## src/rtl/rf_arb_pkg.sv

```systemverilog
// Shared types for the register-file write-port arbiter: FSM state encoding,
// the buffered LLU result entry, and the FIFO count width helper.
package rf_arb_pkg;

    localparam int RF_ADDR_W = 5;
    localparam int RF_DATA_W = 32;
    localparam int RF_REGS   = 32;

    typedef enum logic [1:0] {
        ST_IDLE  = 2'd0,
        ST_DRAIN = 2'd1,
        ST_FORCE = 2'd2
    } arb_state_e;

    typedef struct packed {
        logic [RF_ADDR_W-1:0] rd;
        logic [RF_DATA_W-1:0] data;
    } rf_entry_t;

    // Width of an occupancy count able to hold 0..depth inclusive.
    function automatic int cnt_w(input int depth);
        return $clog2(depth) + 1;
    endfunction

endpackage

```

## src/rtl/rf_arb_fifo.sv

```systemverilog
// In-order FIFO for LLU results. No fall-through: a pushed entry is visible at
// the head one cycle later at the earliest. Pointers carry one extra wrap bit so
// full and empty are distinguished by the pointer difference alone. Per-entry
// valid flags and destinations are exported so the top can build the hazard mask.
module rf_arb_fifo
    import rf_arb_pkg::*;
#(
    parameter int DEPTH = 4
) (
    input  logic                          clk,
    input  logic                          rst_n,
    input  logic                          push,
    input  logic                          pop,
    input  rf_entry_t                     push_entry,
    output rf_entry_t                     head,
    output logic                          full,
    output logic                          empty,
    output logic [cnt_w(DEPTH)-1:0]       count,
    output logic [DEPTH-1:0]              entry_valid,
    output logic [DEPTH-1:0][RF_ADDR_W-1:0] entry_rd
);

    localparam int AW = $clog2(DEPTH);
    localparam int PW = AW + 1;

    logic [PW-1:0] wr_ptr_r;
    logic [PW-1:0] rd_ptr_r;
    rf_entry_t     mem_r [DEPTH];
    logic          push_ok_s;
    logic          pop_ok_s;

    assign push_ok_s = push && !full;
    assign pop_ok_s  = pop && !empty;

    assign count = PW'(wr_ptr_r - rd_ptr_r);
    assign full  = (count == PW'(DEPTH));
    assign empty = (count == PW'(0));
    assign head  = mem_r[rd_ptr_r[AW-1:0]];

    // Advance write and read pointers on accepted push and pop.
    always_ff @(posedge clk or negedge rst_n) begin
        if (!rst_n) begin
            wr_ptr_r <= PW'(0);
            rd_ptr_r <= PW'(0);
        end else begin
            if (push_ok_s) begin
                wr_ptr_r <= PW'(wr_ptr_r + PW'(1));
            end else begin
                wr_ptr_r <= wr_ptr_r;
            end
            if (pop_ok_s) begin
                rd_ptr_r <= PW'(rd_ptr_r + PW'(1));
            end else begin
                rd_ptr_r <= rd_ptr_r;
            end
        end
    end

    // Entry storage; cleared on reset so stale destinations never leak out.
    always_ff @(posedge clk or negedge rst_n) begin
        if (!rst_n) begin
            for (int i = 0; i < DEPTH; i++) begin
                mem_r[i] <= '{rd: 5'd0, data: 32'd0};
            end
        end else begin
            if (push_ok_s) begin
                mem_r[wr_ptr_r[AW-1:0]] <= push_entry;
            end else begin
                mem_r[wr_ptr_r[AW-1:0]] <= mem_r[wr_ptr_r[AW-1:0]];
            end
        end
    end

    // An entry is live when its distance from the read pointer is below count.
    always_comb begin
        for (int i = 0; i < DEPTH; i++) begin
            entry_valid[i] = ({1'b0, AW'(AW'(i) - rd_ptr_r[AW-1:0])} < count);
            entry_rd[i]    = mem_r[i].rd;
        end
    end

endmodule

```

## src/rtl/regfile_wr_arbiter.sv

```systemverilog
// Register-file write-port arbiter. The in-order pipeline writeback normally
// owns the port; LLU results are buffered in rf_arb_fifo and written in cycles
// the pipeline leaves idle. All regfile writes pass through one registered stage.
// Build option RF_ARB_STARVE_GUARD_EN: when defined, a starvation counter forces
// a one-cycle FORCE grant (wb_stall=1) after STARVE_LIMIT blocked cycles; when
// undefined, the pipeline has strict priority and wb_stall is tied low.
module regfile_wr_arbiter
    import rf_arb_pkg::*;
#(
    parameter int DEPTH        = 4,
    parameter int STARVE_LIMIT = 8
) (
    input  logic                    clk,
    input  logic                    rst,
    input  logic                    wb_valid,
    input  logic [4:0]              wb_rd,
    input  logic [31:0]             wb_data,
    output logic                    wb_stall,
    input  logic                    llu_valid,
    input  logic [4:0]              llu_rd,
    input  logic [31:0]             llu_data,
    output logic                    llu_ready,
    output logic                    rf_we,
    output logic [4:0]              rf_rd,
    output logic [31:0]             rf_wdata,
    output logic [31:0]             pending_mask,
    output logic [cnt_w(DEPTH)-1:0] fifo_count
);

    localparam int CW = cnt_w(DEPTH);

    logic                           push_s;
    logic                           pop_s;
    logic                           force_s;
    logic                           fifo_full_s;
    logic                           fifo_empty_s;
    rf_entry_t                      push_entry_s;
    rf_entry_t                      head_s;
    logic [CW-1:0]                  count_s;
    logic [DEPTH-1:0]               entry_valid_s;
    logic [DEPTH-1:0][RF_ADDR_W-1:0] entry_rd_s;
    logic                           nxt_we_s;
    logic [4:0]                     nxt_rd_s;
    logic [31:0]                    nxt_data_s;
    logic                           rf_we_r;
    logic [4:0]                     rf_rd_r;
    logic [31:0]                    rf_wdata_r;
    logic [31:0]                    pend_s;

    // llu_ready comes from the start-of-cycle count; rd=0 results are acknowledged but dropped.
    assign llu_ready    = !fifo_full_s;
    assign push_s       = llu_valid && llu_ready && (llu_rd != 5'd0);
    assign push_entry_s = '{rd: llu_rd, data: llu_data};

    rf_arb_fifo #(
        .DEPTH (DEPTH)
    ) u_fifo (
        .clk         (clk),
        .rst_n       (rst),
        .push        (push_s),
        .pop         (pop_s),
        .push_entry  (push_entry_s),
        .head        (head_s),
        .full        (fifo_full_s),
        .empty       (fifo_empty_s),
        .count       (count_s),
        .entry_valid (entry_valid_s),
        .entry_rd    (entry_rd_s)
    );

    assign fifo_count = count_s;

`ifdef RF_ARB_STARVE_GUARD_EN
    localparam int SW = $clog2(STARVE_LIMIT) + 1;

    arb_state_e    state_r;
    logic [SW-1:0] starve_cnt_r;
    logic [CW-1:0] count_nxt_s;
    logic          head_blocked_s;

    assign force_s        = (state_r == ST_FORCE);
    assign wb_stall       = force_s;
    assign head_blocked_s = !fifo_empty_s && !pop_s;
    assign count_nxt_s    = CW'(count_s + CW'(push_s) - CW'(pop_s));

    // FSM and starvation counter: FORCE after STARVE_LIMIT consecutive blocked cycles, one cycle only.
    always_ff @(posedge clk or negedge rst) begin
        if (!rst) begin
            state_r      <= ST_IDLE;
            starve_cnt_r <= SW'(0);
        end else begin
            case (state_r)
                ST_FORCE: begin
                    starve_cnt_r <= SW'(0);
                    state_r      <= (count_nxt_s == CW'(0)) ? ST_IDLE : ST_DRAIN;
                end
                ST_IDLE, ST_DRAIN: begin
                    if (head_blocked_s && (starve_cnt_r == SW'(STARVE_LIMIT - 1))) begin
                        starve_cnt_r <= SW'(0);
                        state_r      <= ST_FORCE;
                    end else if (head_blocked_s) begin
                        starve_cnt_r <= SW'(starve_cnt_r + SW'(1));
                        state_r      <= ST_DRAIN;
                    end else begin
                        starve_cnt_r <= SW'(0);
                        state_r      <= (count_nxt_s == CW'(0)) ? ST_IDLE : ST_DRAIN;
                    end
                end
                default: begin
                    starve_cnt_r <= SW'(0);
                    state_r      <= ST_IDLE;
                end
            endcase
        end
    end
`else
    assign force_s  = 1'b0;
    assign wb_stall = 1'b0;
`endif

    // Grant: forced drain, else pipeline writeback, else FIFO head, else nothing.
    always_comb begin
        pop_s      = 1'b0;
        nxt_we_s   = 1'b0;
        nxt_rd_s   = 5'd0;
        nxt_data_s = 32'd0;
        if (force_s) begin
            if (!fifo_empty_s) begin
                pop_s      = 1'b1;
                nxt_we_s   = 1'b1;
                nxt_rd_s   = head_s.rd;
                nxt_data_s = head_s.data;
            end else begin
                pop_s = 1'b0;
            end
        end else if (wb_valid) begin
            if (wb_rd != 5'd0) begin
                nxt_we_s   = 1'b1;
                nxt_rd_s   = wb_rd;
                nxt_data_s = wb_data;
            end else begin
                nxt_we_s = 1'b0;
            end
        end else if (!fifo_empty_s) begin
            pop_s      = 1'b1;
            nxt_we_s   = 1'b1;
            nxt_rd_s   = head_s.rd;
            nxt_data_s = head_s.data;
        end else begin
            nxt_we_s = 1'b0;
        end
    end

    // Registered write stage driving the regfile port.
    always_ff @(posedge clk or negedge rst) begin
        if (!rst) begin
            rf_we_r    <= 1'b0;
            rf_rd_r    <= 5'd0;
            rf_wdata_r <= 32'd0;
        end else begin
            rf_we_r    <= nxt_we_s;
            rf_rd_r    <= nxt_rd_s;
            rf_wdata_r <= nxt_data_s;
        end
    end

    assign rf_we    = rf_we_r;
    assign rf_rd    = rf_rd_r;
    assign rf_wdata = rf_wdata_r;

    // Pending destinations: live FIFO entries plus the write stage; r0 is never a hazard.
    always_comb begin
        pend_s = 32'd0;
        for (int i = 0; i < DEPTH; i++) begin
            pend_s[entry_rd_s[i]] = pend_s[entry_rd_s[i]] | entry_valid_s[i];
        end
        pend_s[rf_rd_r] = pend_s[rf_rd_r] | rf_we_r;
        pend_s[0]       = 1'b0;
    end

    assign pending_mask = pend_s;

endmodule

```

## config.mk

```make
export PLATFORM = sky130hd
export DESIGN_NAME = regfile_wr_arbiter
export DESIGN_NICKNAME = d
export VERILOG_FILES = /design/src/rtl/rf_arb_pkg.sv /design/src/rtl/rf_arb_fifo.sv /design/src/rtl/regfile_wr_arbiter.sv
export SDC_FILE = /design/constraint.sdc
export NUM_CORES = 1
export LEC_CHECK = 0
export CORE_MARGIN = 10
export CORE_UTILIZATION = 32
export DETAILED_ROUTE_END_ITERATION = 10
export PLACE_DENSITY = 0.56
export SLEW_MARGIN = 20
export SYNTH_ARGS = -nofsm -noshare
export SYNTH_HDL_FRONTEND = slang
export SYNTH_SLANG_ARGS = --single-unit
```

## constraint.sdc

```tcl
create_clock -name clk -period 18 [get_ports clk]
set_clock_uncertainty 0.05 [all_clocks]
set_input_delay 2.7 -clock clk [delete_from_list [all_inputs] [get_ports clk]]
set_output_delay 2.7 -clock clk [all_outputs]
set_load 0.02 [all_outputs]
```

==> flow_metrics.env <==
export IMPL_post_cts_resized=0
export IMPL_hold_violations=0
export IMPL_syn_area_per_cell_um2=8.98
export IMPL_h_tree_depth=4
export IMPL_grt_pass1_wl_um=74900
export IMPL_whs_ns=0.446
export IMPL_vias_per_cell=5.97
export IMPL_synth_fa_ha_area_share_pct=1.26
export IMPL_synth_warnings=0
export IMPL_period_share_pct=65.8
export IMPL_worstHoldStart="u_fifo.wr_ptr_r[2]$_DFFE_PN0P_"
export IMPL_p_per_area_nw_per_um2=233
export IMPL_r2r_start="u_fifo.rd_ptr_r[1]$_DFFE_PN0P_"
export IMPL_overflow=0
export IMPL_rows=75
export IMPL_hp_class="reg -> reg"
export IMPL_layout_common_cells="259 x nor2_1, 203 x a21oi_1, 188 x dfrtp_1, 149 x clkdlybuf4s50_1, 111 x nand2_1"
export IMPL_path_max_fanout=40
export IMPL_die_area_um2=50700
export IMPL_final_antenna_net_count=0
export IMPL_ios=153
export IMPL_maxCapViolCount=0
export IMPL_cts_max_path_buffers=2
export IMPL_tritoncts="built"
export IMPL_cts_root_buffer="clkbuf_16"
export IMPL_coreArea_um2=41800
export IMPL_setup_tns_ns=0
export IMPL_slew_viol_final=0
export IMPL_relSlewSlack_pct=22.5
export IMPL_synth_simple_area_share_pct=20.1
export IMPL_synth_area_mux_share_pct=15.9
export IMPL_avgRoutedWirePerCell_um=22.9
export IMPL_ys_seq_elements=192
export IMPL_end_kind="output port"
export IMPL_die_h_um=225
export IMPL_nets=1651
export IMPL_startpoint="u_fifo.rd_ptr_r[1]$_DFFE_PN0P_"
export IMPL_synth_ff_type="dfrtp_1"
export IMPL_worst_ep_required_time_ns=15.25
export IMPL_synth_compound_area_share_pct=21.6
export IMPL_drive_above_1_share_pct=11.0
export IMPL_dp_hpwl_um=34300
export IMPL_postCtsHoldBufs=0
export IMPL_ir_drop_uv=97.3
export IMPL_setup_viol=0
export IMPL_firstDrtPassIters=9
export IMPL_fmax_mhz=84.4
export IMPL_cts_buffers=17
export IMPL_final_common_cell="nor2_1"
export IMPL_antenna_found_initial=0
export IMPL_synth_edf_count=0
export IMPL_die_w_um=225
export IMPL_drc=0
export IMPL_rsz0062_at_grt="false"
export IMPL_synth_cell_types=92
export IMPL_grt_use_total_pct=18.9
export IMPL_tightestPinTransition_ns=1.16
export IMPL_grt_start_max_net_pins=75
export IMPL_place_congestion=0.987
export IMPL_path_clk_slew_ns=0.07
export IMPL_syn_inst=1500
export IMPL_power_total_w=0.00370
export IMPL_syn_area_um2=13500
export IMPL_utilization_pct=38.1
export IMPL_diodes=0
export IMPL_numPortBuffers=150
export IMPL_cts_sinks=192
export IMPL_postCtsSetupBuffers=0
export IMPL_worstSetupStartpointType="register"
export IMPL_synthArstFlopShare_pct=100
export IMPL_num_vias=12600
export IMPL_pre_cts_ws_ns=6.81
export IMPL_grt_pass1_vias=12400
export IMPL_wl_um=48500
export IMPL_leakage_nw=5.69
export IMPL_synth_top_family_by_area="compound AO/OA/AOI/OAI gates"
export IMPL_outcome="finished, final reports clean"
export IMPL_yosysSeqAreaShare_pct=35.7
export IMPL_worst_ep_arrival_time_ns=9.09
export IMPL_critPathKind="reg -> out"
export IMPL_insertion_delay_ns=0.44
export IMPL_syn_to_final_growth_pct=18.0
export IMPL_initial_core_util_pct=32.3
export IMPL_setup_slack_ns=6.16
export IMPL_drt_iter0_markers=1337
export IMPL_finalCriticalPeriod_ns=11.84
export IMPL_synth_xor_area_share_pct=1.03
[synth_stat cells, types with 14 or more instances]
cell | count | area [um^2]
o21ai_0 | 39 | 195
a31oi_1 | 20 | 125
clkbuf_1 | 96 | 360
buf_2 | 16 | 80.1
a211oi_1 | 14 | 105
a22o_1 | 39 | 342
a21oi_1 | 204 | 1020
nor2_1 | 259 | 972
nor2b_1 | 15 | 93.8
mux4_2 | 74 | 1670
nand3_1 | 29 | 145
nand2_1 | 111 | 417
mux2i_1 | 45 | 450
nor3_1 | 28 | 140
dfrtp_1 | 192 | 4800
nand2b_1 | 16 | 100
[flip-flops by register name, summed over array words and instances, names as in the netlist]
register         cells
u_fifo.mem_r       128
rf_wdata            32
u_fifo.entry_rd     20
rf_rd                5
u_fifo.rd_ptr_r      3
u_fifo.wr_ptr_r      3
rf_we                1
[worst max-delay path, stage by stage (launching register included)]
cell and delay, ns:
dfrtp_2 1.13, inv_1 0.29, fa_1 0.65, inv_1 0.12
ha_1 0.29, nor2b_1 0.31, nor3_1 0.15, a311o_1 0.59
o21ai_1 0.25, or3b_1 0.51, nor4_4 0.60, a211oi_1 0.16
or4_4 0.54, nor4_4 0.59, o21ai_2 0.10, buf_4 0.26
o2111ai_1 0.27, a32oi_2 0.20, nor2_2 0.77, a41oi_1 0.24
clkdlybuf4s50_1 0.61
[routing by layer]
metal / vias up / GRT usage, % / wire length, um
met4: 0 / 5.56 / 1200
met3: 94 / 3.88 / 3690
met1: 6241 / 24.2 / 19700
met2: 572 / 31.5 / 23800
li1: 5707 / - / -
met5: - / 0 / 0
[cell families (layout without fill, tap and decap cells)]
kind of cell | count (synthesis) | count (layout)
AO/OA/AOI/OAI | 446 | 446
XOR/XNOR | 15 | 15
adder cells (fa/ha/maj) | 13 | 13
buffers and inverters | 145 | 217
flip-flops | 192 | 192
multiplexers | 121 | 121
other | 1 | 2
AND/OR/NAND/NOR | 567 | 567
[final cells by class]
type	count	area, um^2
Sequential cell	192	4810
Clock inverter	13	136
Inverter	14	52.6
Multi-Input combinational cell	1164	8110
Clock buffer	19	443
Fill cell	4123	25900
Tap cell	539	674
Timing Repair Buffer	171	1660
[stage by stage]
step           cell area, um^2  std cells
2_1_floorplan            13500       1501
3_3_place_gp             15300       2080
3_5_place_dp             15300       2080
4_1_cts                  15900       2112
5_1_grt                  15900       2112
6_report                 15900       2112
[path summary, 6_finish.rpt]
path                                                  end  slack [ns]  cells past startpoint
max                                      pending_mask[11]        6.16                     20
min                        u_fifo.wr_ptr_r[2]$_DFFE_PN0P_        0.45                      1
max reg2reg                 u_fifo.mem_r[131]$_DFFE_PN0P_       13.22                     10
min reg2reg                u_fifo.wr_ptr_r[2]$_DFFE_PN0P_        0.45                      1
max in group asynchronous  u_fifo.rd_ptr_r[1]$_DFFE_PN0P_       13.68                      3
min in group asynchronous           rf_wdata[1]$_DFF_PN0_        2.23                      1
[power by group]
group | internal [W] | leakage, nW | switching [W]
registers | 0.000630 | 2.05 | 0.000243
logic | 0.000949 | 3.36 | 0.00149
clock network | 0.000208 | 0.276 | 0.000171
total | 0.00179 | 5.69 | 0.00191
No activity file was read; power rests on OpenSTA's default activity.
